[src/rtl/register_write_pkg.sv]
// Shared types, constants and helpers for the register-file write arbiter.
package register_write_pkg;

  localparam int RF_ADDR_WIDTH = 4;
  localparam int RF_DATA_WIDTH = 32;

  typedef logic [RF_ADDR_WIDTH-1:0] rf_addr_t;
  typedef logic [RF_DATA_WIDTH-1:0] rf_data_t;

  // Register 0 doubles as the stack pointer and has its own write port.
  localparam int REG_STACK = 0;

  function automatic int rr_next(input int idx, input int n);
    return (idx + 1 >= n) ? 0 : idx + 1;
  endfunction

endpackage

[src/rtl/round_robin_arbiter.sv]
// Round-robin arbiter: one-hot grant over an eligibility mask, pointer
// advances past the winner.
module round_robin_arbiter
  import register_write_pkg::*;
#(
  parameter int NUM_REQ = 3
) (
  input  logic               clk,
  input  logic               reset,
  input  logic [NUM_REQ-1:0] eligible,
  output logic [NUM_REQ-1:0] grant
);

  localparam int PTR_W = (NUM_REQ > 1) ? $clog2(NUM_REQ) : 1;

  logic [PTR_W-1:0] rr_ptr_reg, rr_ptr_next;
  logic             hi_found, lo_found;
  int               hi_sel, lo_sel, sel;

  always_comb begin
    hi_found    = 1'b0;
    lo_found    = 1'b0;
    hi_sel      = 0;
    lo_sel      = 0;
    sel         = 0;
    grant       = '0;
    rr_ptr_next = rr_ptr_reg;
    // Scan downwards so the lowest qualifying index wins; the "hi" scan
    // covers rr_ptr..NUM_REQ-1, the "lo" scan is the wrap-around fallback.
    for (int i = NUM_REQ - 1; i >= 0; i--) begin
      if (eligible[i]) begin
        lo_found = 1'b1;
        lo_sel   = i;
        if (i >= int'(rr_ptr_reg)) begin
          hi_found = 1'b1;
          hi_sel   = i;
        end
      end
    end
    sel = hi_found ? hi_sel : lo_sel;
    for (int i = 0; i < NUM_REQ; i++) begin
      if (i == sel) grant[i] = lo_found;
    end
    if (lo_found) rr_ptr_next = PTR_W'(rr_next(sel, NUM_REQ));
  end

  always_ff @(posedge clk) begin
    if (reset) rr_ptr_reg <= '0;
    else       rr_ptr_reg <= rr_ptr_next;
  end

endmodule

[src/rtl/register_write_arbiter.sv]
// Arbitrates writeback requesters onto the register file's general write
// port and forwards stack-pointer updates to the register-0 port.
module register_write_arbiter
  import register_write_pkg::*;
#(
  parameter int ADDR_WIDTH_RF = 4,
  parameter int DATA_WIDTH    = 32,
  parameter int NUM_REQ       = 3
) (
  input  logic                              clk,
  input  logic                              reset,
  input  logic                              hold,
  input  logic [NUM_REQ-1:0]                req_valid,
  output logic [NUM_REQ-1:0]                req_ready,
  input  logic [NUM_REQ*ADDR_WIDTH_RF-1:0]  req_address,
  input  logic [NUM_REQ*DATA_WIDTH-1:0]     req_data,
  input  logic                              stack_valid,
  input  logic [DATA_WIDTH-1:0]             stack_data,
  output logic                              general_register_write_enable,
  output logic [ADDR_WIDTH_RF-1:0]          address_3,
  output logic [DATA_WIDTH-1:0]             general_register_write_data,
  output logic                              stack_write_enable,
  output logic [DATA_WIDTH-1:0]             stack_register_write_data,
  output logic [2**ADDR_WIDTH_RF-1:0]       write_pending
);

  localparam int NUM_REGS = 2 ** ADDR_WIDTH_RF;

  logic [NUM_REQ-1:0]       eligible, grant;
  logic                     grant_any;
  logic [ADDR_WIDTH_RF-1:0] sel_addr;
  logic [DATA_WIDTH-1:0]    sel_data;
  logic [NUM_REGS-1:0]      pending_next;

  logic                     gen_we_reg;
  logic [ADDR_WIDTH_RF-1:0] gen_addr_reg;
  logic [DATA_WIDTH-1:0]    gen_data_reg;
  logic                     stack_we_reg;
  logic [DATA_WIDTH-1:0]    stack_data_reg;
  logic [NUM_REGS-1:0]      pending_reg;

  // A register-0 request waits while a stack write owns register 0 this cycle.
  generate
    for (genvar gi = 0; gi < NUM_REQ; gi++) begin : g_elig
      assign eligible[gi] = req_valid[gi] & ~hold & ~reset &
          ~(stack_valid &
            (req_address[gi*ADDR_WIDTH_RF +: ADDR_WIDTH_RF] == ADDR_WIDTH_RF'(REG_STACK)));
    end
  endgenerate

  round_robin_arbiter #(.NUM_REQ(NUM_REQ)) u_rr (
    .clk      (clk),
    .reset    (reset),
    .eligible (eligible),
    .grant    (grant)
  );

  assign req_ready = grant;
  assign grant_any = |grant;

  always_comb begin
    sel_addr = '0;
    sel_data = '0;
    for (int i = 0; i < NUM_REQ; i++) begin
      if (grant[i]) begin
        sel_addr = req_address[i*ADDR_WIDTH_RF +: ADDR_WIDTH_RF];
        sel_data = req_data[i*DATA_WIDTH +: DATA_WIDTH];
      end
    end
    pending_next = '0;
    if (grant_any)   pending_next[sel_addr]  = 1'b1;
    if (stack_valid) pending_next[REG_STACK] = 1'b1;
  end

  always_ff @(posedge clk) begin
    if (reset) begin
      gen_we_reg     <= 1'b0;
      gen_addr_reg   <= '0;
      gen_data_reg   <= '0;
      stack_we_reg   <= 1'b0;
      stack_data_reg <= '0;
      pending_reg    <= '0;
    end else begin
      gen_we_reg   <= grant_any;
      stack_we_reg <= stack_valid;
      pending_reg  <= pending_next;
      if (grant_any) begin
        gen_addr_reg <= sel_addr;
        gen_data_reg <= sel_data;
      end
      if (stack_valid) stack_data_reg <= stack_data;
    end
  end

  assign general_register_write_enable = gen_we_reg;
  assign address_3                     = gen_addr_reg;
  assign general_register_write_data   = gen_data_reg;
  assign stack_write_enable            = stack_we_reg;
  assign stack_register_write_data     = stack_data_reg;
  assign write_pending                 = pending_reg;

endmodule

[config.mk]
export PLATFORM = sky130hd
export DESIGN_NAME = register_write_arbiter
export DESIGN_NICKNAME = d
export VERILOG_FILES = /design/src/rtl/register_write_pkg.sv /design/src/rtl/round_robin_arbiter.sv /design/src/rtl/register_write_arbiter.sv
export SDC_FILE = /design/constraint.sdc
export NUM_CORES = 1
export LEC_CHECK = 0
export ABC_AREA = 1
export ABC_CLOCK_PERIOD_IN_PS = 4090
export CORE_MARGIN = 5
export CORE_UTILIZATION = 39
export DETAILED_ROUTE_END_ITERATION = 8
export PLACE_DENSITY = 0.91
export SLEW_MARGIN = 20
export SYNTH_ARGS = -nofsm -noshare
export SYNTH_HDL_FRONTEND = slang
export SYNTH_HIERARCHICAL = 1
export SYNTH_SLANG_ARGS = --single-unit
[constraint.sdc]
create_clock -name clk -period 4.09 [get_ports clk]
set_input_delay 0.6135 -clock clk [delete_from_list [all_inputs] [get_ports clk]]
set_output_delay 0.6135 -clock clk [all_outputs]
set_load 0.01 [all_outputs]
# After elaboration in Yosys (flattened, before gate mapping)
# Index checks and enable logic that the tools add are counted.
dict set report word_totals {
  regBits 88
  input_bits 147
}
dict set report op_classes {
  magnitude_cmp 6
  reduce_logical 7
  mux 33
  n_bitwise 18
  n_eq_ne 2
  n_addsub 1
}
# op count
set op_table {}
lappend op_table {{$mux 32} 9}
lappend op_table {{$add 32x2->32 const B} 1}
lappend op_table {{$eq 2x32->1 const A} 1}
lappend op_table {{$eq 3x32->1 const A} 1}
lappend op_table {{$ge 32x3->1 const B} 1}
lappend op_table {{$logic_not 32->1} 1}
lappend op_table {{$mux 1} 15}
lappend op_table {{$and 1x1->1} 12}
lappend op_table {{$logic_not 4->1} 3}
lappend op_table {{$mux 4} 3}
lappend op_table {{$mux 2} 5}
lappend op_table {{$not 1->1} 6}
lappend op_table {{$lt 4x5->1 const B} 1}
lappend op_table {{$demux 1 s4} 1}
lappend op_table {{$ge 1x2->1 const A} 2}
lappend op_table {{$ge 4x1->1 const B} 1}
lappend op_table {{$reduce_or 3->1} 1}
lappend op_table {{$ge 2x2->1 const A} 1}
lappend op_table {{$reduce_or 2->1} 1}
lappend op_table {{$logic_and 1x1->1} 1}

# Logic depth before layout (Yosys ltp)
dict set report logic_depth {
  depth_word 21
  ltp_mapped 19
}

# By module
# Netlist, hierarchy kept.
# mod area_per_inst_um2 cells_per_inst instances
set by_module_without_submodules {}
lappend by_module_without_submodules {register_write_arbiter 3494.6 494 1}
lappend by_module_without_submodules {round_robin_arbiter 161.4 29 1}

# Least setup slack after synthesis
# Ideal clock, no wire load.
dict set report synth_timing {
  path_kind {input -> register}
  from {in reset}
  to {reg pending_reg[10] (netlist: write_pending[10])}
  required_ns 3.974
  n_path_buf 3
  setup_time_ns 0.116
  path_slack_ns 1.310
  arrival_ns 2.664
  stages 17
  cell_sequence {clkbuf_1 > inv_1 > clkbuf_1 > nand4_1 > inv_1 > inv_1 > nor2_1 > inv_1 > nand2_1 > nand2_2 > inv_1 > buf_2 > a21oi_1 > a21oi_1 > inv_1 > nand2_1 > nor2_1}
}
# item line_no
set synth_rtl {}
lappend synth_rtl {{from (decl)} register_write_arbiter.sv:11} ;# input logic reset,
lappend synth_rtl {{$not 1->1 (*)} register_write_arbiter.sv:45} ;# assign eligible[gi] = req_valid[gi] & ~hold & ~reset &
lappend synth_rtl {{$and 1x1->1 (*) (2 in a row)} register_write_arbiter.sv:45}
lappend synth_rtl {{via eligible[1]} register_write_arbiter.sv:29} ;# logic [NUM_REQ-1:0] eligible, grant;
lappend synth_rtl {{$mux 32 / $mux 1 (equally long branches)} round_robin_arbiter.sv:31} ;# if (eligible[i]) begin
lappend synth_rtl {{$mux 32 / $mux 1 (equally long branches)} round_robin_arbiter.sv:34} ;# if (i >= int'(rr_ptr_reg)) begin
lappend synth_rtl {{$mux 32 / $mux 1 (equally long branches)} round_robin_arbiter.sv:31}
lappend synth_rtl {{$mux 32} round_robin_arbiter.sv:40} ;# sel = hi_found ? hi_sel : lo_sel;
lappend synth_rtl {{$eq 2x32->1} round_robin_arbiter.sv:42} ;# if (i == sel) grant[i] = lo_found;
lappend synth_rtl {{$mux 1 (*)} round_robin_arbiter.sv:42}
lappend synth_rtl {{via req_ready[1]} register_write_arbiter.sv:14} ;# output logic [NUM_REQ-1:0] req_ready,
lappend synth_rtl {{$mux 4 (2 in a row)} register_write_arbiter.sv:65} ;# if (grant[i]) begin
lappend synth_rtl {{$lt 4x5->1 (not written as such) / $ge 4x1->1 (equally long branches)} register_write_arbiter.sv:71} ;# if (grant_any) pending_next[sel_addr] = 1'b1;
lappend synth_rtl {{$logic_and 1x1->1 (not written as such)} register_write_arbiter.sv:71}
lappend synth_rtl {{$mux 1 (not written as such)} register_write_arbiter.sv:71}
lappend synth_rtl {{$demux 1 s4} register_write_arbiter.sv:71}
lappend synth_rtl {{to (signal assigned)} register_write_arbiter.sv:86} ;# pending_reg <= pending_next;
lappend synth_rtl {{to (decl)} register_write_arbiter.sv:40} ;# logic [NUM_REGS-1:0] pending_reg;
# The timed path passes the listed nets; every way through them passes the cells marked *.
# A chain may end at the register's enable or synchronous reset.

# Final worst setup path
dict set report layout_timing {
  from {in reset}
  to {out req_ready[0]}
}
# item line_no
set layout_rtl {}
lappend layout_rtl {{$not 1->1 (*)} register_write_arbiter.sv:45}
lappend layout_rtl {{$and 1x1->1 (*) (2 in a row)} register_write_arbiter.sv:45}
lappend layout_rtl {{via eligible[0]} register_write_arbiter.sv:29}
lappend layout_rtl {{$mux 2, or another cell as far along} round_robin_arbiter.sv:31}
lappend layout_rtl {{$mux 32} round_robin_arbiter.sv:40}
lappend layout_rtl {{$logic_not 32->1} round_robin_arbiter.sv:42}
lappend layout_rtl {{$mux 1 (*)} round_robin_arbiter.sv:42}
lappend layout_rtl {{to (decl)} register_write_arbiter.sv:14}
# Marks and branches as above.

==> results.py <==
metrics = {
    "run_status": {
        "status": "finished clean",
    },
    "timing": {
        "period_needed_ns": 3.53,
        "rsz0062_at_grt": "no",
        "whs_ns": 0.460,
        "setup_slack_ns": 0.556,
        "setup_tns_ns": 0,
        "final_hold_viol_count": 0,
        "worst_slew_pin_slew_ns": 0.966,
        "fmax_mhz": 283,
        "slew_headroom": 0.355,
        "report.final.slew_viol_count": 0,
        "fin_crit_sh": 0.864,
        "clock_skew_ns": 0.00914,
        "finalSetupViolations": 0,
    },
    "floorplanning": {
        "die-width_um": 107,
        "rows": 35,
        "dieArea_sq_mm": 0.0114,
        "num_io_pins": 236,
        "die_h_um": 107,
        "core_area_sq_mm": 0.00920,
        "start_util": 0.398,
    },
    "place": {
        "place_ws_ns": 0.517,
        "place_inst": 846,
        "gp_congestion": 0.826,
        "dp_hpwl_um": 10500,
        "port_buffers": 235,
    },
    "global_route": {
        "grt_pass1_wl_um": 21600,
        "grt_overflow_total": 0,
        "antenna_found_initial": 0,
        "grt_start_max_net_pins": 39,
        "grtUsageTotal": 0.236,
        "grt_pass1_vias": 4489,
    },
    "route": {
        "antenna_left": 0,
        "routed_wl_um": 13500,
        "drtIter0Drc": 219,
        "drc": 0,
        "via_per_inst": 5.03,
        "wl_per_cell_um": 15.7,
        "dr.pass1.iters": 5,
        "via_count": 4339,
    },
    "clock_tree": {
        "numCtsBuffers": 9,
        "cts_tree": "done",
        "cts_setup_buffers": 0,
        "cts_buffer_depth": 2,
        "worstSkewPairLatency_ns": 0.35,
        "cts_resized": 0,
        "postCtsHoldBufs": 0,
        "ctsRootBufferMaster": "clkbuf_8",
        "h-tree-depth": 3,
        "cts.sinks": 88,
        "clk_pin_slew_ns": 0.08,
    },
    "synth": {
        "synth.cell_area_sq_mm": 0.00366,
        "synth_edf_count": 0,
        "ys.flop_type": "dfxtp_1",
        "yosys.area.top_type": "dfxtp_1",
        "yosysWarnings": 6,
        "synth-seq-cells": 88,
        "syn-instance-count": 523,
        "synth_top_cells_by_area": "dfxtp_1, nand2_1, o21ai_0",
        "async_flop_share": 0,
        "synth.distinct_cells": 25,
        "syn-num-nets": 670,
        "seq_area_frac_synth": 0.482,
        "avgSynthCellArea_sq_um": 6.99,
        "synth_top_area_frac": 0.482,
    },
    "worst_setup_path": {
        "critPathMaxFanout": 17,
        "crit_end": "req_ready[0]",
        "cp_common_cell": "inv_1",
        "cp_slowest_cell": "clkdlybuf4s50_1",
        "cp.depth": 11,
        "crit_path_start": "reset",
        "cp.required_ns": 3.48,
        "critPathMaxStageDelay_ns": 0.61,
        "regToRegStartpoint": "u_rr/rr_ptr_reg[1]",
        "rrSetupSlack_ns": 1.79,
        "worst-r2r-cell-count": 10,
        "crit_buf_inv": 6,
        "startpoint_type": "input port",
        "endpoint_kind": "output pin",
        "worstPathArrival_ns": 2.92,
        "criticalPathCategory": "in2out",
        "crit_family": "buffers and inverters",
        "r2r_end": "general_register_write_data[2]",
        "path_cells": "clkdlybuf4s50_1 > inv_1 > nand4_1 > inv_1 > inv_1 > nand3_1 > nand2_1 > nand2_2 > nand3_2 > inv_1 > clkdlybuf4s50_1",
    },
    "cells_and_area": {
        "final_cell_mix": "clkdlybuf4s50_1, nand2_1, nor2_1, dfxtp_1, o21ai_0",
        "area_delta_synth_final_pct": 71.2,
        "stdcell_count": 862,
        "final_common_cell": "clkdlybuf4s50_1",
        "final_layout_size_suffix_gt1_frac": 0.0453,
        "antenna_cells": 0,
        "nets": 893,
        "fillers": 718,
        "multi_input_area_sq_mm": 0.00168,
        "register_area_sq_mm": 0.00176,
    },
    "power_and_ir_drop": {
        "p_total_mw": 2.07,
        "p_leak_nw": 2.54,
        "pwr-share-clk": 0.269,
        "ir_drop_uv": 251,
        "combPwrFrac": 0.270,
        "p_seq_frac": 0.461,
        "p_per_area_mw_per_mm2": 330,
        "switching_share": 0.298,
        "power_switching_mw": 0.616,
        "p_int_mw": 1.45,
    },
    "worst_hold_path": {
        "hold_path_class": "reg2reg",
    },
    "run": {
        "max_cap_viol_count": 0,
    },
}
## metal layers
layer | GRT usage | routed length [um] | part of all wire | vias up
met5 | 0 | 0 | 0 | -
met4 | 0.0868 | 300 | 0.022 | 0
met3 | 0.0957 | 1690 | 0.12 | 22
met2 | 0.407 | 6410 | 0.47 | 226
met1 | 0.259 | 5130 | 0.38 | 1956
li1 | - | - | - | 2135
## per-stage QoR
stage,utilization,instance area [sq um]
global placement,0.661,6080
floorplan,-,3660
CTS,0.681,6260
finish,0.681,6260
global route,0.681,6260
detailed placement,0.661,6080
## how the worst min path moves through the flow
stage	start	to	slack (ns)	cells after the start
5_1_grt	general_register_write_data[6]	general_register_write_data[6]	0.48	2
6_report	general_register_write_data[25]	general_register_write_data[25]	0.46	2
2_1_floorplan	u_rr/rr_ptr_reg[0]	u_rr/rr_ptr_reg[0]	0.46	2
3_3_place_gp	general_register_write_data[1]	general_register_write_data[1]	0.44	2
3_5_place_dp	general_register_write_data[10]	general_register_write_data[10]	0.44	2
4_1_cts	general_register_write_data[25]	general_register_write_data[25]	0.46	2
## final cells by class
class | instances | area share
Multi-Input combinational cell | 381 | 0.269
Timing Repair Buffer | 243 | 0.385
Sequential cell | 88 | 0.281
Inverter | 23 | 0.0138
Tap cell | 111 | 0.0222
Clock buffer | 9 | 0.0198
Clock inverter | 7 | 0.00879
## synth_stat cells, types with 2 or more instances
library cell / instances
inv_1: 21
nand2_2: 2
dfxtp_1: 88
o21ai_0: 85
nor2_1: 95
a21oi_1: 40
nand4_1: 3
buf_2: 13
clkbuf_1: 15
o21ai_1: 13
clkbuf_2: 2
inv_2: 2
nand2_1: 125
nand3_1: 8
## power groups by stage
stage	registers, mW	clock network (mW)	logic [mW]
after floorplan	0.999	0	0.198
after global placement	0.969	0	0.548
after detailed placement	0.972	0	0.559
after CTS	0.953	0.576	0.563
after global routing	0.962	0.618	0.612
final	0.953	0.557	0.557
## worst min-delay path: stages (launching register included)
cell     delay (ns)
dfxtp_1        0.32
nand2_1        0.05
o21ai_1        0.05
## logic make-up after synthesis
| group | Yosys count | synth area share |
|---|---|---|
| AO/OA/AOI/OAI | 141 | 0.195 |
| buffers and inverters | 54 | 0.0606 |
| flip-flops | 88 | 0.482 |
| AND/OR/NAND/NOR | 240 | 0.262 |
Note: power is estimated with default switching activity, not from simulation.
